<file path="config.mk">
export PLATFORM = sky130hd
export DESIGN_NAME = multibyte_sub_sequencer
export DESIGN_NICKNAME = d
export VERILOG_FILES = /design/src/rtl/multibyte_sub_sequencer_pkg.sv /design/src/rtl/multibyte_sub_sequencer.sv
export SDC_FILE = /design/constraint.sdc
export NUM_CORES = 1
export LEC_CHECK = 0
export ABC_AREA = 1
export CORE_ASPECT_RATIO = 0.9
export CORE_MARGIN = 2
export CORE_UTILIZATION = 46
export CTS_BUF_LIST = sky130_fd_sc_hd__clkbuf_2 sky130_fd_sc_hd__clkbuf_4 sky130_fd_sc_hd__clkbuf_8
export CTS_CLUSTER_DIAMETER = 80
export DETAILED_ROUTE_END_ITERATION = 16
export PLACE_DENSITY = 0.79
export SLEW_MARGIN = 20
export SYNTH_ARGS = -nofsm -noshare
export SYNTH_HDL_FRONTEND = slang
export SYNTH_SLANG_ARGS = --single-unit
</file>
<file path="constraint.sdc">
create_clock -name clk -period 1.8 [get_ports clk]
set_clock_uncertainty 0.2 [all_clocks]
set_input_delay 0.36 -clock clk [delete_from_list [all_inputs] [get_ports clk]]
set_output_delay 0.36 -clock clk [all_outputs]
set_load 0.01 [all_outputs]
</file>
<file path="src/rtl/multibyte_sub_sequencer_pkg.sv">
// Shared definitions for the multi-byte subtract sequencer.
//   - default byte width and byte count
//   - sequencer state enumeration
//   - helper that sizes the byte index (never narrower than 1 bit)
package multibyte_sub_sequencer_pkg;

  localparam int DEFAULT_DATA_WIDTH = 8;
  localparam int DEFAULT_NUM_BYTES  = 4;

  typedef enum logic [1:0] {
    ST_IDLE   = 2'd0,
    ST_ISSUE  = 2'd1,
    ST_WAIT   = 2'd2,
    ST_FINISH = 2'd3
  } seq_state_e;

  // Width of a byte index for n slices; a single slice still needs one bit.
  function automatic int idx_width(input int n);
    return (n > 1) ? $clog2(n) : 1;
  endfunction

  localparam int DEFAULT_IDX_W = idx_width(DEFAULT_NUM_BYTES);

endpackage

</file>
<file path="src/rtl/multibyte_sub_sequencer.sv">
// Multi-byte subtract sequencer.
// Latches two wide operands and a borrow, then issues one byte pair per
// transaction (least-significant first) to an external byte subtractor over a
// sub_start/sub_done handshake, chaining the borrow and assembling the result.
//
// Ports:
//   clk, reset        clock and synchronous active-high reset
//   start             request pulse, accepted only in IDLE
//   op_a, op_b        minuend / subtrahend (DATA_WIDTH*NUM_BYTES bits)
//   borrow_in         borrow into the least-significant byte
//   result            op_a - op_b - borrow_in (modular)
//   borrow_out        borrow out of the most-significant byte
//   busy              high while bytes are being issued / awaited
//   done              one-cycle pulse, result and borrow_out valid
//   sub_a, sub_b      current byte pair presented to the byte subtractor
//   sub_borrow_in     chained borrow presented to the byte subtractor
//   sub_start         one-cycle issue strobe
//   sub_diff          byte difference returned
//   sub_borrow_out    byte borrow returned
//   sub_done          byte result valid
module multibyte_sub_sequencer
  import multibyte_sub_sequencer_pkg::*;
#(
  parameter int DATA_WIDTH = DEFAULT_DATA_WIDTH,
  parameter int NUM_BYTES  = DEFAULT_NUM_BYTES
) (
  input  logic                            clk,
  input  logic                            reset,
  input  logic                            start,
  input  logic [DATA_WIDTH*NUM_BYTES-1:0] op_a,
  input  logic [DATA_WIDTH*NUM_BYTES-1:0] op_b,
  input  logic                            borrow_in,
  output logic [DATA_WIDTH*NUM_BYTES-1:0] result,
  output logic                            borrow_out,
  output logic                            busy,
  output logic                            done,
  output logic [DATA_WIDTH-1:0]           sub_a,
  output logic [DATA_WIDTH-1:0]           sub_b,
  output logic                            sub_borrow_in,
  output logic                            sub_start,
  input  logic [DATA_WIDTH-1:0]           sub_diff,
  input  logic                            sub_borrow_out,
  input  logic                            sub_done
);

  localparam int OP_W  = DATA_WIDTH * NUM_BYTES;
  localparam int IDX_W = idx_width(NUM_BYTES);
  localparam logic [IDX_W-1:0] LAST_IDX = IDX_W'(NUM_BYTES - 1);

  seq_state_e            state_q;
  logic [IDX_W-1:0]      idx_q;
  logic [OP_W-1:0]       a_q;
  logic [OP_W-1:0]       b_q;
  logic                  borrow_q;
  logic [OP_W-1:0]       result_q;
  logic                  borrow_out_q;
  logic                  busy_q;
  logic                  done_q;
  logic [DATA_WIDTH-1:0] sub_a_q;
  logic [DATA_WIDTH-1:0] sub_b_q;
  logic                  sub_start_q;

  logic [IDX_W-1:0]      next_idx_d;
  logic [DATA_WIDTH-1:0] next_a_byte_d;
  logic [DATA_WIDTH-1:0] next_b_byte_d;
  logic [OP_W-1:0]       result_d;

  // Byte pair for the following index, and the result with the returned byte
  // merged in at the current index. Both are AND-OR / per-slice selects so no
  // variable part-select can reach past the operand width.
  always_comb begin
    next_idx_d    = idx_q + IDX_W'(1);
    next_a_byte_d = '0;
    next_b_byte_d = '0;
    result_d      = result_q;
    for (int i = 0; i < NUM_BYTES; i++) begin
      next_a_byte_d = next_a_byte_d |
                      ({DATA_WIDTH{next_idx_d == IDX_W'(i)}} & a_q[i*DATA_WIDTH +: DATA_WIDTH]);
      next_b_byte_d = next_b_byte_d |
                      ({DATA_WIDTH{next_idx_d == IDX_W'(i)}} & b_q[i*DATA_WIDTH +: DATA_WIDTH]);
      if (idx_q == IDX_W'(i)) begin
        result_d[i*DATA_WIDTH +: DATA_WIDTH] = sub_diff;
      end else begin
        result_d[i*DATA_WIDTH +: DATA_WIDTH] = result_q[i*DATA_WIDTH +: DATA_WIDTH];
      end
    end
  end

  // Sequencer FSM with all outputs registered. Outputs for a state are set on
  // the edge that enters it, so sub_start is high exactly in ISSUE, busy
  // covers ISSUE/WAIT, and done is high exactly in FINISH.
  always_ff @(posedge clk) begin
    if (reset) begin
      state_q      <= ST_IDLE;
      idx_q        <= '0;
      a_q          <= '0;
      b_q          <= '0;
      borrow_q     <= 1'b0;
      result_q     <= '0;
      borrow_out_q <= 1'b0;
      busy_q       <= 1'b0;
      done_q       <= 1'b0;
      sub_a_q      <= '0;
      sub_b_q      <= '0;
      sub_start_q  <= 1'b0;
    end else begin
      case (state_q)
        ST_IDLE: begin
          done_q <= 1'b0;
          if (start) begin
            a_q         <= op_a;
            b_q         <= op_b;
            borrow_q    <= borrow_in;
            idx_q       <= '0;
            result_q    <= '0;
            busy_q      <= 1'b1;
            sub_start_q <= 1'b1;
            sub_a_q     <= op_a[DATA_WIDTH-1:0];
            sub_b_q     <= op_b[DATA_WIDTH-1:0];
            state_q     <= ST_ISSUE;
          end else begin
            busy_q      <= 1'b0;
            sub_start_q <= 1'b0;
            state_q     <= ST_IDLE;
          end
        end

        // ISSUE and WAIT share the capture path; a zero-wait subtractor
        // answers in the ISSUE cycle itself and WAIT is skipped.
        ST_ISSUE, ST_WAIT: begin
          if (sub_done) begin
            result_q <= result_d;
            borrow_q <= sub_borrow_out;
            if (idx_q == LAST_IDX) begin
              borrow_out_q <= sub_borrow_out;
              busy_q       <= 1'b0;
              done_q       <= 1'b1;
              sub_start_q  <= 1'b0;
              state_q      <= ST_FINISH;
            end else begin
              idx_q       <= next_idx_d;
              sub_a_q     <= next_a_byte_d;
              sub_b_q     <= next_b_byte_d;
              sub_start_q <= 1'b1;
              state_q     <= ST_ISSUE;
            end
          end else begin
            sub_start_q <= 1'b0;
            state_q     <= ST_WAIT;
          end
        end

        ST_FINISH: begin
          done_q      <= 1'b0;
          busy_q      <= 1'b0;
          sub_start_q <= 1'b0;
          state_q     <= ST_IDLE;
        end

        default: begin
          done_q      <= 1'b0;
          busy_q      <= 1'b0;
          sub_start_q <= 1'b0;
          state_q     <= ST_IDLE;
        end
      endcase
    end
  end

  assign result        = result_q;
  assign borrow_out    = borrow_out_q;
  assign busy          = busy_q;
  assign done          = done_q;
  assign sub_a         = sub_a_q;
  assign sub_b         = sub_b_q;
  assign sub_borrow_in = borrow_q;
  assign sub_start     = sub_start_q;

endmodule
</file>
# Word-level counts from Yosys, hierarchy flattened
# Cells that the tools add are included.
[classes]
mux = 36
n_eq_ne = 16
n_bitwise = 14
n_reduce_logical = 15
n_addsub = 1
[ops]
columns = ["operator", "count"]
rows = [
  ["2-to-1 mux 8 bit", 10],
  ["bitwise AND 8 bit", 8],
  ["2-to-1 mux 32 bit", 2],
  ["one-hot mux 32 bit (2 select lines)", 1],
  ["bitwise OR 8 bit", 6],
  ["one-hot mux 8 bit (2 select lines)", 2],
  ["AND reduction 4 bit", 5],
  ["!= test 2 bit (second input constant)", 7],
  ["equality test 2 bit (second input constant)", 6],
  ["2-to-1 mux 1 bit", 10],
  ["2-to-1 mux 2 bit", 5],
  ["equality test 2 x 1 -> 1 bit (second input constant)", 3],
  ["zero test 2 bit", 3],
  ["one-hot mux 1 bit (3 select lines)", 2],
  ["one-hot mux 2 bit (3 select lines)", 1],
  ["AND reduction 3 bit", 2],
  ["one-hot mux 1 bit (2 select lines)", 2],
  ["one-hot mux 2 bit (2 select lines)", 1],
  ["AND reduction 2 bit", 2],
  ["OR reduction 2 bit", 2],
  ["adder 2 x 1 -> 2 bit (second input constant)", 1],
  ["nonzero test 2 bit", 1],
]
[word_totals]
ff_bits = 121
input_bits = 78

# Logic depth before layout (Yosys ltp)
# Gate-level depths: netlist of run 1.
[depth]
depth_word = 9
mapped_depth = 10

# Least setup slack after synthesis of run 1
# OpenSTA, ideal clock, no wires.
[synth_path]
path_kind = "register -> register"
from = "register state_q[0]"
to = "register sub_a_q[0] (netlist: sub_a[0])"
period_less_slack_ns = 1.818
n_path_buf = 1
path_slack_ns = -0.018
path_stages_with_launch = 10
arrival_time_ns = 1.486
setup_time_ns = 0.132
cell_sequence = "dfxtp_1 inv_1 ha_1 nand2_1 nand2_2 nor2_4 inv_4 buf_4 nand2_1 a21oi_1"
[synth_between]
elab_chain_cells = 4
[synth_lines]
columns = ["item", "line_no", "rtl"]
rows = [
  ["start: declaration", "multibyte_sub_sequencer.sv:50", "seq_state_e state_q;"],
  ["start signal: assignment", "multibyte_sub_sequencer.sv:94", "state_q <= ST_IDLE;"],
  ["start signal: assignment", "multibyte_sub_sequencer.sv:120", "state_q <= ST_ISSUE;"],
  ["start signal: assignment", "multibyte_sub_sequencer.sv:124", "state_q <= ST_IDLE;"],
  ["equality test 2 x 1 -> 1 bit or equality test 2 bit (tied branches)", "multibyte_sub_sequencer.sv:107", "case (state_q)"],
  ["OR reduction 2 bit", "multibyte_sub_sequencer.sv:107", ""],
  ["!= test 2 bit (no source line) or nonzero test 2 bit (tied branches)", "-", ""],
  ["AND reduction 4 bit (no source line)", "-", ""],
  ["end signal: assignment", "multibyte_sub_sequencer.sv:118", "sub_a_q <= op_a[DATA_WIDTH-1:0];"],
  ["end signal: assignment", "multibyte_sub_sequencer.sv:142", "sub_a_q <= next_a_byte_d;"],
  ["end: declaration", "multibyte_sub_sequencer.sv:59", "logic [DATA_WIDTH-1:0] sub_a_q;"],
]
# Parallel ways exist; a longest one is shown, timed or not.
# A chain may end at the register's enable or synchronous reset.

# Worst setup path in the final report of run 1
[layout_path]
from = "register state_q[1]"
to = "register result_q[20] (netlist: result[20])"
[layout_between]
elab_chain_cells = 4
[layout_lines]
columns = ["item", "line_no", "rtl"]
rows = [
  ["equality test 2 x 1 -> 1 bit or equality test 2 bit (tied branches)", "multibyte_sub_sequencer.sv:107", ""],
  ["OR reduction 2 bit", "multibyte_sub_sequencer.sv:107", ""],
  ["!= test 2 bit (no source line) or nonzero test 2 bit (tied branches)", "-", ""],
  ["AND reduction 4 bit (no source line)", "-", ""],
  ["end signal: assignment", "multibyte_sub_sequencer.sv:132", "result_q <= result_d;"],
  ["end: declaration", "multibyte_sub_sequencer.sv:55", "logic [OP_W-1:0] result_q;"],
]
# Parallel ways exist; a longest one is shown, timed or not.

==> results of run 1 <==
critical path, stage by stage, from the launching register on:
cell and delay [ns]:
dfxtp_2 0.35, inv_4 0.05, ha_4 0.30, buf_6 0.14, inv_6 0.05, nor2_2 0.21
nor2_4 0.08, buf_4 0.17, nand2_1 0.07, nand2_1 0.06, nor2_1 0.12
worst paths after layout:
| check | from | to | slack, ns |
|---|---|---|---|
| setup reg to reg | state_q[1] | result[20] | -0.08 |
| hold reg to reg | done | done | 0.26 |
| setup / recovery | state_q[1] | result[20] | -0.08 |
| hold / removal | done | done | 0.26 |
through the flow:
stage / utilization / hold slack [ns] / setup slack (ns)
global placement: 0.629 / 0.242 / -0.203
floorplan: - / 0.255 / -0.00945
global route: 0.689 / 0.278 / -0.170
finish: 0.689 / 0.264 / -0.0750
CTS: 0.671 / 0.266 / -0.00230
detailed placement: 0.629 / 0.245 / -0.272
synth_stat cells:
master      n
ha_1        7
nor2_2      2
inv_1      39
clkbuf_1   27
nor2_1    217
buf_2       8
o21ai_1     2
nand2_1   176
nand2_2     1
inv_4       1
nor2_4      1
o21ai_0    71
nand3b_1    1
buf_1       4
nor3_1      1
a21oi_1    43
a21boi_0    1
clkinv_1    1
dfxtp_1   121
or2_2      15
buf_4       5
nand3_1    19
logic make-up (layout without fill, tap and decap cells):
kind of cell / Yosys count / count (layout)
compound gates: 117 / 117
flops: 121 / 121
fa+ha+maj: 7 / 7
simple gates: 433 / 433
buf+inv: 85 / 243
flip-flops by register name (all words and copies together) (netlist names):
register,cells
sub_start,1
sub_a,8
result,32
state_q,2
a_q,32
idx_q,2
busy,1
borrow_out,1
sub_borrow_in,1
sub_b,8
b_q,32
done,1
per-layer routing:
layer	routed length [um]	GRT usage	vias to the layer above
met5	0	0	-
met4	417	0.0921	0
met3	1220	0.0472	42
met2	7110	0.389	228
met1	6600	0.334	2418
li1	-	-	2658
report_power, final:
group	switching, mW	internal [mW]	leakage, nW	total [mW]
Combinational	1.36	1.06	2.31	2.42
Clock	1.11	1.78	0.235	2.88
Sequential	0.189	3.05	1.00	3.24
cell type report:
class	count	area (um^2)
Fill cell	897	3370
Multi-Input combinational cell	557	2570
Sequential cell	121	2430
Timing Repair Buffer	170	1650
Clock buffer	21	283
Clock inverter	11	193
Tap cell	152	190
Inverter	41	169
what timing repair did:
action | CTS | global route
buffers inserted | 0 | 1
gates resized for setup | 66 | 59
pin swaps | 3 | 15
gates cloned | 0 | 2
endpoints found under the setup margin | 104 | 63
==> flow_metrics.env, run 1 <==
export IMPL_route_detailed_drc=0
export IMPL_vias_per_cell=4.98
export IMPL_grt_max_degree=52
export IMPL_drt_initial_drc_count=369
export IMPL_wl_per_cell_um=14.3
export IMPL_final_common_cell="nor2_1"
export IMPL_synth_top_cell_by_area="dfxtp_1"
export IMPL_final_max_slew_violation_count=0
export IMPL_synthTopCellsByArea="dfxtp_1 (47%), nor2_1 (16%), nand2_1 (13%), o21ai_0 (6.9%), a21oi_1 (4.2%)"
export IMPL_design_area_um2=7480
export IMPL_vias=5346
export IMPL_synth_adder_area_share=0.0170
export IMPL_syn_num_nets=848
export IMPL_maxSlewHeadroom=0.771
export IMPL_clock_latency_ns=0.43
export IMPL_setup_viol=16
export IMPL_drive_gt1_frac=0.153
export IMPL_violations="setup timing"
export IMPL_num_rows=36
export IMPL_hold_buffers=0
export IMPL_synth_area_per_cell_um2=6.76
export IMPL_setup_ws_ns=-0.0750
export IMPL_dpl_hpwl_mm=9.96
export IMPL_synth_xor_area_frac=0
export IMPL_status="finished, violations left"
export IMPL_numClockSinks=121
export IMPL_timing_final_crit_share=1.04
export IMPL_die_area_um2=12100
export IMPL_final_antenna_net_count=0
export IMPL_grt_overflow=0
export IMPL_maxCapViolations=0
export IMPL_syn_inst=763
export IMPL_startpoint_type="flip-flop"
export IMPL_antenna_found_initial=0
export IMPL_yosys_area_share_simple=0.331
export IMPL_finalPower_mw=8.54
export IMPL_hp_class="flip-flop to flip-flop"
export IMPL_clock_fmax_ghz=0.533
export IMPL_synth_warnings=0
export IMPL_reg2reg_depth=10
export IMPL_cp_end_kind="flip-flop"
export IMPL_dpl_cell_count=1038
export IMPL_hold_violations=0
export IMPL_clk_pin_slew_ns=0.07
export IMPL_worstPathArrival_ns=2.04
export IMPL_rsz0062_at_grt="yes"
export IMPL_placed_cell_area_um2=6830
export IMPL_finalCriticalPeriod_ns=1.88
export IMPL_cp_required_ns=1.96
export IMPL_muxShareOfSynthArea=0
export IMPL_insertedDiodeCount=0
export IMPL_powerDensity_nw_per_um2=1140
export IMPL_whs_path_depth=2
export IMPL_crit_type="flip-flop to flip-flop"
export IMPL_worst_pin_slew_ns=0.343
export IMPL_die_h_um=104
export IMPL_path_max_fanout=6
export IMPL_numPortBuffers=130
export IMPL_peakVddDrop_uv=481
export IMPL_grt_pass1_wl_mm=23.5
export IMPL_cts_tree="built"
export IMPL_final_cells=1073
export IMPL_p_leak_nw=3.55
export IMPL_initial_core_util=0.475
export IMPL_synth_compound_area_frac=0.114
export IMPL_layout_common_cells="nor2_1 (204), nand2_1 (170), dfxtp_1 (117)"
export IMPL_die_w_um=116
export IMPL_htreeDepth=4
export IMPL_seq_area_frac_synth=0.470
export IMPL_routed_wl_mm=15.3
export IMPL_synth_top_area_frac=0.470
export IMPL_synth_top_family_by_area="simple AND/OR/NAND/NOR gates"
export IMPL_finalSetupTns_ns=-0.221
export IMPL_cts_path_max_buffers=2
export IMPL_fin_nets=993
export IMPL_ios=131
export IMPL_syn_cell_area_um2=5150
export IMPL_ys_ff_latch=121
export IMPL_area_growth_syn_to_layout_pct=45.1
export IMPL_gp_congestion=0.913
export IMPL_first_pass_iters=5
export IMPL_grt_pass1_vias=4927
export IMPL_cts_root_buffer="clkbuf_8"
export IMPL_cts_inserted_buffers=17
export IMPL_ys_types=22
export IMPL_track_usage=0.247
export IMPL_core_area_um2=10900
Power figures use the tool's default switching activity.
==> run 2, diff against run 1 <==
--- a/config.mk
+++ b/config.mk
@@ -12,7 +12,8 @@
 export CTS_BUF_LIST = sky130_fd_sc_hd__clkbuf_2 sky130_fd_sc_hd__clkbuf_4 sky130_fd_sc_hd__clkbuf_8
 export CTS_CLUSTER_DIAMETER = 80
 export DETAILED_ROUTE_END_ITERATION = 16
-export PLACE_DENSITY = 0.79
+export GPL_ROUTABILITY_DRIVEN = 0
+export PLACE_DENSITY = 0.83
 export SLEW_MARGIN = 20
 export SYNTH_ARGS = -nofsm -noshare
 export SYNTH_HDL_FRONTEND = slang
==> run 2 against run 1 <==
Setup slack improved by 0.027 ns. First-iteration DRC count increased by 14%. Final cell count increased by 0.19%. Non-clock buffer count increased by 2. The flow still finishes with violations (setup timing). Sequential power about the same. Wire length decreased by 1.4%. Fmax increased by 1.5%.
==> flow_metrics.env, run 2 (synthesis gave the netlist of run 1 again) <==
export IMPL_track_usage=0.242
export IMPL_grtUsageMet3=0.0542
export IMPL_intPower_mw=5.74
export IMPL_worst_pin_slew_ns=0.344
export IMPL_htreeDepth=4
export IMPL_final_antenna_net_count=0
export IMPL_setup_ws_ns=-0.0481
export IMPL_route_detailed_drc=0
export IMPL_vias_per_cell=5.01
export IMPL_timing_final_crit_share=1.03
export IMPL_seqPwrFrac=0.388
export IMPL_r2r_slack_ns=-0.05
export IMPL_cts_root_buffer="clkbuf_8"
export IMPL_grt_pass1_wl_mm=22.9
export IMPL_cts_path_max_buffers=2
export IMPL_design_area_um2=7400
export IMPL_multi_input_area_um2=2510
export IMPL_numPortBuffers=130
export IMPL_combPwrFrac=0.287
export IMPL_initial_core_util=0.475
export IMPL_hp_class="flip-flop to flip-flop"
export IMPL_clock_latency_ns=0.44
export IMPL_numClockSinks=121
export IMPL_die_area_um2=12100
export IMPL_fin_nets=995
export IMPL_slowest_delay_ns=0.32
export IMPL_final_common_cell="nor2_1"
export IMPL_crit_type="flip-flop to flip-flop"
export IMPL_finalCriticalPeriod_ns=1.85
export IMPL_path_max_fanout=5
export IMPL_core_area_um2=10900
export IMPL_wl_per_cell_um=14.1
export IMPL_dpl_hpwl_mm=9.77
export IMPL_antenna_found_initial=0
export IMPL_grt_pass1_vias=4731
export IMPL_rsz0062_at_grt="yes"
export IMPL_cp_slowest_cell="dfxtp_2"
export IMPL_hold_violations=0
export IMPL_path_buf_inv=4
export IMPL_num_rows=36
export IMPL_layout_common_cells="nor2_1 (204), nand2_1 (172), dfxtp_1 (118)"
export IMPL_clock_fmax_ghz=0.541
export IMPL_startpoint_type="flip-flop"
export IMPL_maxSlewHeadroom=0.770
export IMPL_finalPower_mw=8.38
export IMPL_drt_initial_drc_count=419
export IMPL_ios=131
export IMPL_clock_power_share=0.325
export IMPL_vias=5389
export IMPL_drive_gt1_frac=0.142
export IMPL_p_leak_nw=3.53
export IMPL_seq_area_um2=2430
export IMPL_powerDensity_nw_per_um2=1130
export IMPL_grt_max_degree=53
export IMPL_cpLargestDelayFamily="buffers and inverters"
export IMPL_fillCellCount=859
export IMPL_cts_tree="built"
export IMPL_cp_end_kind="flip-flop"
export IMPL_setup_viol=14
export IMPL_final_max_slew_violation_count=0
export IMPL_sw_frac_of_total=0.315
export IMPL_crit_chain="inv_2 -> ha_4 -> buf_8 -> inv_8 -> nor2_2 -> inv_2 -> nor2_2 -> o21ai_0 -> a21oi_1"
export IMPL_routed_wl_mm=15.1
export IMPL_busiest_layer="met2"
export IMPL_area_growth_syn_to_layout_pct=43.6
export IMPL_cp_required_ns=1.96
export IMPL_worstPathArrival_ns=2.01
export IMPL_placed_cell_area_um2=6770
export IMPL_grt_overflow=0
export IMPL_die_w_um=116
export IMPL_insertedDiodeCount=0
export IMPL_gr_usage_met1=0.327
export IMPL_clk_pin_slew_ns=0.07
export IMPL_p_sw_mw=2.64
export IMPL_hold_buffers=0
export IMPL_cts_inserted_buffers=17
export IMPL_status="finished, violations left"
export IMPL_peakVddDrop_uv=603
export IMPL_fin_hold_ws_ns=0.244
export IMPL_maxCapViolations=0
export IMPL_grt_use_met2=0.376
export IMPL_violations="setup timing"
export IMPL_die_h_um=104
export IMPL_first_pass_iters=5
run 2: changes by cell type in the layout (fill, tap and decap cells not counted), moves of 3 or more:
| cell | delta |
|---|---|
| nand3_1 | +4 |
| a21oi_2 | -5 |
| nor2_2 | +3 |
| nor2_4 | -3 |
| a21oi_1 | +5 |
| nand3_2 | -3 |
run 2: area by class of cell:
cell class | instances | share of cell area
multi-input combinational | 557 | 0.339
sequential | 121 | 0.328
timing repair buffer | 172 | 0.224
clock buffer | 20 | 0.0372
tap | 152 | 0.0257
clock inverter | 12 | 0.0232
inverter | 41 | 0.0225
run 2: layer usage:
metal | routed length [um] | vias to the layer above
li1 | - | 2665
met3 | 1350 | 34
met4 | 376 | 0
met2 | 6970 | 274
met1 | 6420 | 2416
met5 | 0 | -
run 2: worst paths after layout:
kind | from | end | cells after the start
worst max-delay path | state_q[0] | idx_q[0] | 9
worst min-delay path | borrow_out | borrow_out | 2
worst max register to register | state_q[0] | idx_q[0] | 9
worst min register to register | borrow_out | borrow_out | 2
run 2: metrics by stage:
stage	cells	TNS (ns)	util	worst slack [ns]
6_report	1075	-0.209	0.682	-0.0481
5_1_grt	1075	-2.80	0.682	-0.105
4_1_cts	1069	0	0.667	0.00247
3_5_place_dp	1035	-9.40	0.624	-0.226
3_3_place_gp	1035	-7.72	0.624	-0.153
2_1_floorplan	763	-0.0472	-	-0.00945
run 2: power groups by stage:
| stage | registers [mW] | logic (mW) | clock network, mW |
|---|---|---|---|
| floorplan | 3.37 | 1.15 | 0 |
| global placement | 3.29 | 2.21 | 0 |
| detailed placement | 3.31 | 2.25 | 0 |
| CTS | 3.24 | 2.20 | 2.73 |
| global route | 3.28 | 2.63 | 2.85 |
| finish | 3.25 | 2.41 | 2.72 |
run 2: worst min-delay path, cell delays in order, from the launching register on:
cell	delay, ns
dfxtp_1	0.31
inv_1	0.05
a21oi_1	0.05
run 2: repair_timing:
item,in CTS,in global routing
pin swaps,4,8
gates resized for setup,78,37
setup endpoints to repair,104,53
gates cloned,1,2
setup buffers,1,4
==> run 3, diff against run 2 <==
--- a/config.mk
+++ b/config.mk
@@ -8,12 +8,12 @@
 export ABC_AREA = 1
 export CORE_ASPECT_RATIO = 0.9
 export CORE_MARGIN = 2
-export CORE_UTILIZATION = 46
+export CORE_UTILIZATION = 28
 export CTS_BUF_LIST = sky130_fd_sc_hd__clkbuf_2 sky130_fd_sc_hd__clkbuf_4 sky130_fd_sc_hd__clkbuf_8
 export CTS_CLUSTER_DIAMETER = 80
 export DETAILED_ROUTE_END_ITERATION = 16
 export GPL_ROUTABILITY_DRIVEN = 0
-export PLACE_DENSITY = 0.83
+export PLACE_DENSITY = 0.56
 export SLEW_MARGIN = 20
 export SYNTH_ARGS = -nofsm -noshare
 export SYNTH_HDL_FRONTEND = slang
==> constraint.sdc (replaced) <==
create_clock -name clk -period 1.65 [get_ports clk]
set_clock_uncertainty 0.2 [all_clocks]
set_input_delay 0.33 -clock clk [delete_from_list [all_inputs] [get_ports clk]]
set_output_delay 0.33 -clock clk [all_outputs]
set_load 0.01 [all_outputs]
==> run 3 against run 2 <==
The run still ends with setup timing left. Global-route usage down 7.3 points. Clock power increased by 4%. Combinational power up 15%. Critical endpoint is now sub_a[6].
==> flow_metrics.env, run 3 (synthesis gave the netlist of run 1 again) <==
export IMPL_vias_per_cell=4.35
export IMPL_first_pass_iters=4
export IMPL_wl_per_cell_um=13.4
export IMPL_grt_overflow=0
export IMPL_cpLargestDelayFamily="buffers and inverters"
export IMPL_dpl_hpwl_mm=11.3
export IMPL_cts_path_max_buffers=2
export IMPL_cts_tree="built"
export IMPL_path_max_fanout=6
export IMPL_critPathLaunch="state_q[1]"
export IMPL_violations="setup timing"
export IMPL_cp_slowest_cell="dfxtp_2"
export IMPL_final_max_slew_violation_count=0
export IMPL_maxSlewHeadroom=0.745
export IMPL_insertedDiodeCount=0
export IMPL_finalPower_mw=9.15
export IMPL_crit_type="flip-flop to flip-flop"
export IMPL_num_rows=47
export IMPL_core_area_um2=18200
export IMPL_area_growth_syn_to_layout_pct=52.5
export IMPL_rsz0062_at_grt="yes"
export IMPL_numPortBuffers=130
export IMPL_path_buf_inv=4
export IMPL_layout_common_cells="nor2_1 (205), nand2_1 (164), dfxtp_1 (118)"
export IMPL_dpl_cell_count=1143
export IMPL_slowest_delay_ns=0.32
export IMPL_worst_pin_slew_ns=0.382
export IMPL_final_antenna_net_count=0
export IMPL_p_leak_nw=3.60
export IMPL_hold_path_startpoint="borrow_out"
export IMPL_cts_inserted_buffers=17
export IMPL_worstPathArrival_ns=1.94
export IMPL_grt_pass1_wl_mm=25.5
export IMPL_cp_end_kind="flip-flop"
export IMPL_setup_viol=52
export IMPL_vias=5168
export IMPL_antenna_found_initial=0
export IMPL_timing_final_crit_share=1.10
export IMPL_finalCriticalPeriod_ns=1.81
export IMPL_status="finished, violations left"
export IMPL_peakVddDrop_uv=543
export IMPL_htreeDepth=4
export IMPL_routed_wl_mm=15.9
export IMPL_numClockSinks=121
export IMPL_startpoint_type="flip-flop"
export IMPL_maxCapViolations=0
export IMPL_initial_core_util=0.283
export IMPL_drive_gt1_frac=0.177
export IMPL_powerDensity_nw_per_um2=1160
export IMPL_hold_violations=0
export IMPL_clock_fmax_ghz=0.553
export IMPL_route_detailed_drc=0
export IMPL_setup_ws_ns=-0.159
export IMPL_track_usage=0.168
export IMPL_ios=131
export IMPL_drt_initial_drc_count=262
export IMPL_crit_chain="inv_2 -> ha_4 -> clkinvlp_4 -> buf_4 -> bufbuf_16 -> a21oi_2 -> nand2_1 -> nand3_1 -> a21oi_1"
export IMPL_final_cells=1187
export IMPL_r2r_start="state_q[1]"
export IMPL_grt_max_degree=47
export IMPL_hp_class="flip-flop to flip-flop"
export IMPL_fin_nets=1015
export IMPL_grt_pass1_vias=4821
export IMPL_final_common_cell="nor2_1"
export IMPL_die_w_um=147
export IMPL_hold_buffers=0
export IMPL_cts_root_buffer="clkbuf_8"
export IMPL_die_area_um2=19500
export IMPL_cp_required_ns=1.78
export IMPL_fillCellCount=1874
export IMPL_clock_latency_ns=0.44
export IMPL_die_h_um=133
export IMPL_clk_pin_slew_ns=0.08
-- run 3: final timing paths --
kind | endpoint | cells past startpoint | slack (ns)
max | sub_a[6] | 9 | -0.16
min | borrow_out | 2 | 0.25
max reg2reg | sub_a[6] | 9 | -0.16
min reg2reg | borrow_out | 2 | 0.25
-- run 3: routing by layer --
layer  vias up  global-route usage  routed length (um)
met1      2329               0.232                7740
met4         0              0.0636                 344
met5         -                   0                   0
met3        21              0.0466                 797
li1       2718                   -                   -
met2       100               0.252                7040
-- run 3: layout make-up --
cell class,instances,area (um^2),share of cell area
inverters,41,165,0.0210
flip-flops and latches,121,2430,0.309
clock buffers,20,275,0.0350
repair buffers,189,1920,0.244
well taps,245,307,0.0390
multi-input cells,560,2620,0.334
clock inverters,11,145,0.0185
-- run 3: power by group --
group	leakage (nW)	switching, mW	total, mW	internal (mW)
Clock	0.207	1.23	2.84	1.60
Combinational	2.39	1.49	2.78	1.29
Sequential	1.00	0.208	3.54	3.33
Total	3.60	2.93	9.15	6.22
-- run 3: worst min-delay path, stage by stage, from the launching register on --
cell and delay [ns]:
dfxtp_1 0.32, inv_1 0.05, a21oi_1 0.05
-- run 3: metrics by stage --
| step | hold slack (ns) | area [um^2] | setup WS, ns | util | setup TNS (ns) |
|---|---|---|---|---|---|
| floorplan | 0.255 | 5240 | 0.00337 | - | 0 |
| global placement | 0.239 | 7130 | -0.303 | 0.391 | -18.26 |
| detailed placement | 0.241 | 7130 | -0.320 | 0.391 | -19.16 |
| CTS | 0.249 | 7780 | -0.172 | 0.427 | -4.67 |
| global route | 0.268 | 7860 | -0.249 | 0.431 | -9.97 |
| finish | 0.255 | 7860 | -0.159 | 0.431 | -5.28 |
-- run 3: timing repair --
item,in CTS,in global routing
pin swaps,19,10
resized for setup,112,42
gates cloned,4,0
buffers inserted,10,1
endpoints found under the hold margin,0,0
setup endpoints to repair,106,75
==> variant, RTL diff (flow settings as in run 3) <==
Register the input `sub_diff` before use. The logic sees it one clock later. The other inputs are not delayed to match.
--- a/src/rtl/multibyte_sub_sequencer.sv
+++ b/src/rtl/multibyte_sub_sequencer.sv
@@ -47,6 +47,12 @@
   localparam int IDX_W = idx_width(NUM_BYTES);
   localparam logic [IDX_W-1:0] LAST_IDX = IDX_W'(NUM_BYTES - 1);
 
+  logic [DATA_WIDTH-1:0] sub_diff_q;
+
+  always_ff @(posedge clk) begin
+    sub_diff_q <= sub_diff;
+  end
+
   seq_state_e            state_q;
   logic [IDX_W-1:0]      idx_q;
   logic [OP_W-1:0]       a_q;
@@ -79,7 +85,7 @@
       next_b_byte_d = next_b_byte_d |
                       ({DATA_WIDTH{next_idx_d == IDX_W'(i)}} & b_q[i*DATA_WIDTH +: DATA_WIDTH]);
       if (idx_q == IDX_W'(i)) begin
-        result_d[i*DATA_WIDTH +: DATA_WIDTH] = sub_diff;
+        result_d[i*DATA_WIDTH +: DATA_WIDTH] = sub_diff_q;
       end else begin
         result_d[i*DATA_WIDTH +: DATA_WIDTH] = result_q[i*DATA_WIDTH +: DATA_WIDTH];
       end
Function: changed (Yosys sat finds a counterexample within 4 cycles, from zero or initial values and one cycle with reset high).
==> variant against run 3 <==
  * The run still ends with setup timing left
  * Highest routed layer unchanged
  * Wire length is 14% higher
  * Sequential cell count up 8
  * Area after synthesis increased by 5.0%
  * Non-clock buffer count up 9
  * Count of clock-buffer cells in the layout is 2 lower
  * Total power fell by 6.8%
  * Cell area is 10% higher
  * Setup slack gained 0.037 ns
==> variant: results (changes against run 3) <==
\begin{tabular}{lr}
\hline
Metric & Value \\
\hline
\multicolumn{2}{l}{\textbf{Global routing}} \\
\quad Global-route met2 utilization & 27.3\% (was 25.2\%) \\
\quad Met3 capacity usage during global routing & 4.60\% (was 4.66\%) \\
\quad Via count of the first global-routing pass & 4921 (was 4821) \\
\quad Wire length of the first global-routing pass & 25700 µm (was 25500 µm) \\
\quad Routing usage on met1 & 21.5\% (was 23.2\%) \\
\multicolumn{2}{l}{\textbf{Detailed routing}} \\
\quad Detailed-route wire length & 18200 µm (was 15900 µm) \\
\quad Metal3 WL & 880 µm (was 797 µm) \\
\quad Number of design-rule violations left by the first detailed-router iteration & 312 (was 262) \\
\multicolumn{2}{l}{\textbf{Min path}} \\
\quad Startpoint of the tightest hold check path & sub\_diff[1] (was borrow\_out) \\
\multicolumn{2}{l}{\textbf{Power and ir drop}} \\
\quad Leakage power & 3.71 nW (was 3.60 nW) \\
\quad Peak supply drop & 0.470 mV (was 0.543 mV) \\
\multicolumn{2}{l}{\textbf{Finish}} \\
\quad Post-layout net count & 1024 (was 1015) \\
\quad Number of fillers in the final layout & 1939 (was 1874) \\
\quad Non-filler instance count after layout & 1202 (was 1187) \\
\multicolumn{2}{l}{\textbf{Placed design}} \\
\quad Number of instances in the placed design & 1148 (was 1143) \\
\quad Post-placement cell area & 0.00734 mm² (was 0.00713 mm²) \\
\multicolumn{2}{l}{\textbf{Worst setup path}} \\
\quad Highest net fanout along the worst path & 8 (was 6) \\
\multicolumn{2}{l}{\textbf{Timing}} \\
\quad Least setup slack across all paths after layout & -0.122 ns (was -0.159 ns) \\
\quad Final setup fails & 57 (was 52) \\
\quad Worst slew slack as a fraction of its limit & 73.9\% (was 74.5\%) \\
\quad WHS & 0.120 ns (was 0.255 ns) \\
\multicolumn{2}{l}{\textbf{Synth}} \\
\quad Top cells by count, synth & sky130\_fd\_sc\_hd\_\_nor2\_1 (226), sky130\_fd\_sc\_hd\_\_nand2\_1 (156), sky130\_fd\_sc\_hd\_\_dfxtp\_1 (129) (was sky130\_fd\_sc\_hd\_\_nor2\_1 (217), sky130\_fd\_sc\_hd\_\_nand2\_1 (176), sky130\_fd\_sc\_hd\_\_dfxtp\_1 (121)) \\
\quad Syn nets & 855 (was 848) \\
\quad Sequential cell area fraction in the yosys report & 47.7\% (was 47.0\%) \\
\multicolumn{2}{l}{\textbf{Status}} \\
\quad Outcome & complete, but fails checks (unchanged) \\
\quad Failing checks & setup timing (unchanged) \\
\hline
\end{tabular}
==> variant: worst max path at each step <==
stage | end | slack, ns
after floorplan | sub_a[6] | -0.004
after global placement | sub_a[6] | -0.32
after detailed placement | sub_a[6] | -0.32
after CTS | sub_b[3] | -0.11
after global routing | sub_b[7] | -0.19
final | sub_b[0] | -0.12
==> variant: cell type report <==
type,instances,share of cell area [%]
Clock inverter,14,1.79
Timing Repair Buffer,198,26.2
Tap cell,250,3.60
Inverter,32,1.64
Clock buffer,18,2.86
Sequential cell,129,29.9
Multi-Input combinational cell,561,34.1
==> variant: power by group through the flow <==
stage	sequential (mW)	combinational (mW)	clock, mW
after floorplan	3.64	0.827	0
after global placement	3.61	1.70	0
after detailed placement	3.61	1.71	0
after CTS	3.54	1.82	2.87
after global routing	3.58	2.38	3.02
final	3.55	2.19	2.79
==> variant: cell families (layout without fill, tap and decap cells) <==
logic type / after synthesis / after routing / share of synthesized area, %
fa+ha+maj: 7 / 7 / 1.62
simple gates: 442 / 442 / 33.1
buf+inv: 80 / 262 / 6.45
flops: 129 / 129 / 47.7
compound gates: 112 / 112 / 11.1
==> variant: repair_timing <==
| action | CTS | global route |
|---|---|---|
| resized for setup | 110 | 207 |
| setup endpoints to repair | 115 | 124 |
| buffers inserted | 10 | 0 |
| pin swaps | 3 | 52 |
| cloned | 4 | 10 |
==> variant: metrics by stage <==
| step | util, % | worst slack [ns] | setup TNS (ns) |
|---|---|---|---|
| CTS | 42.2 | -0.108 | -2.10 |
| detailed placement | 38.6 | -0.321 | -27.23 |
| floorplan | - | -0.00429 | -0.0119 |
| global placement | 38.6 | -0.320 | -26.78 |
| global route | 45.6 | -0.191 | -8.49 |
| finish | 45.6 | -0.122 | -3.04 |
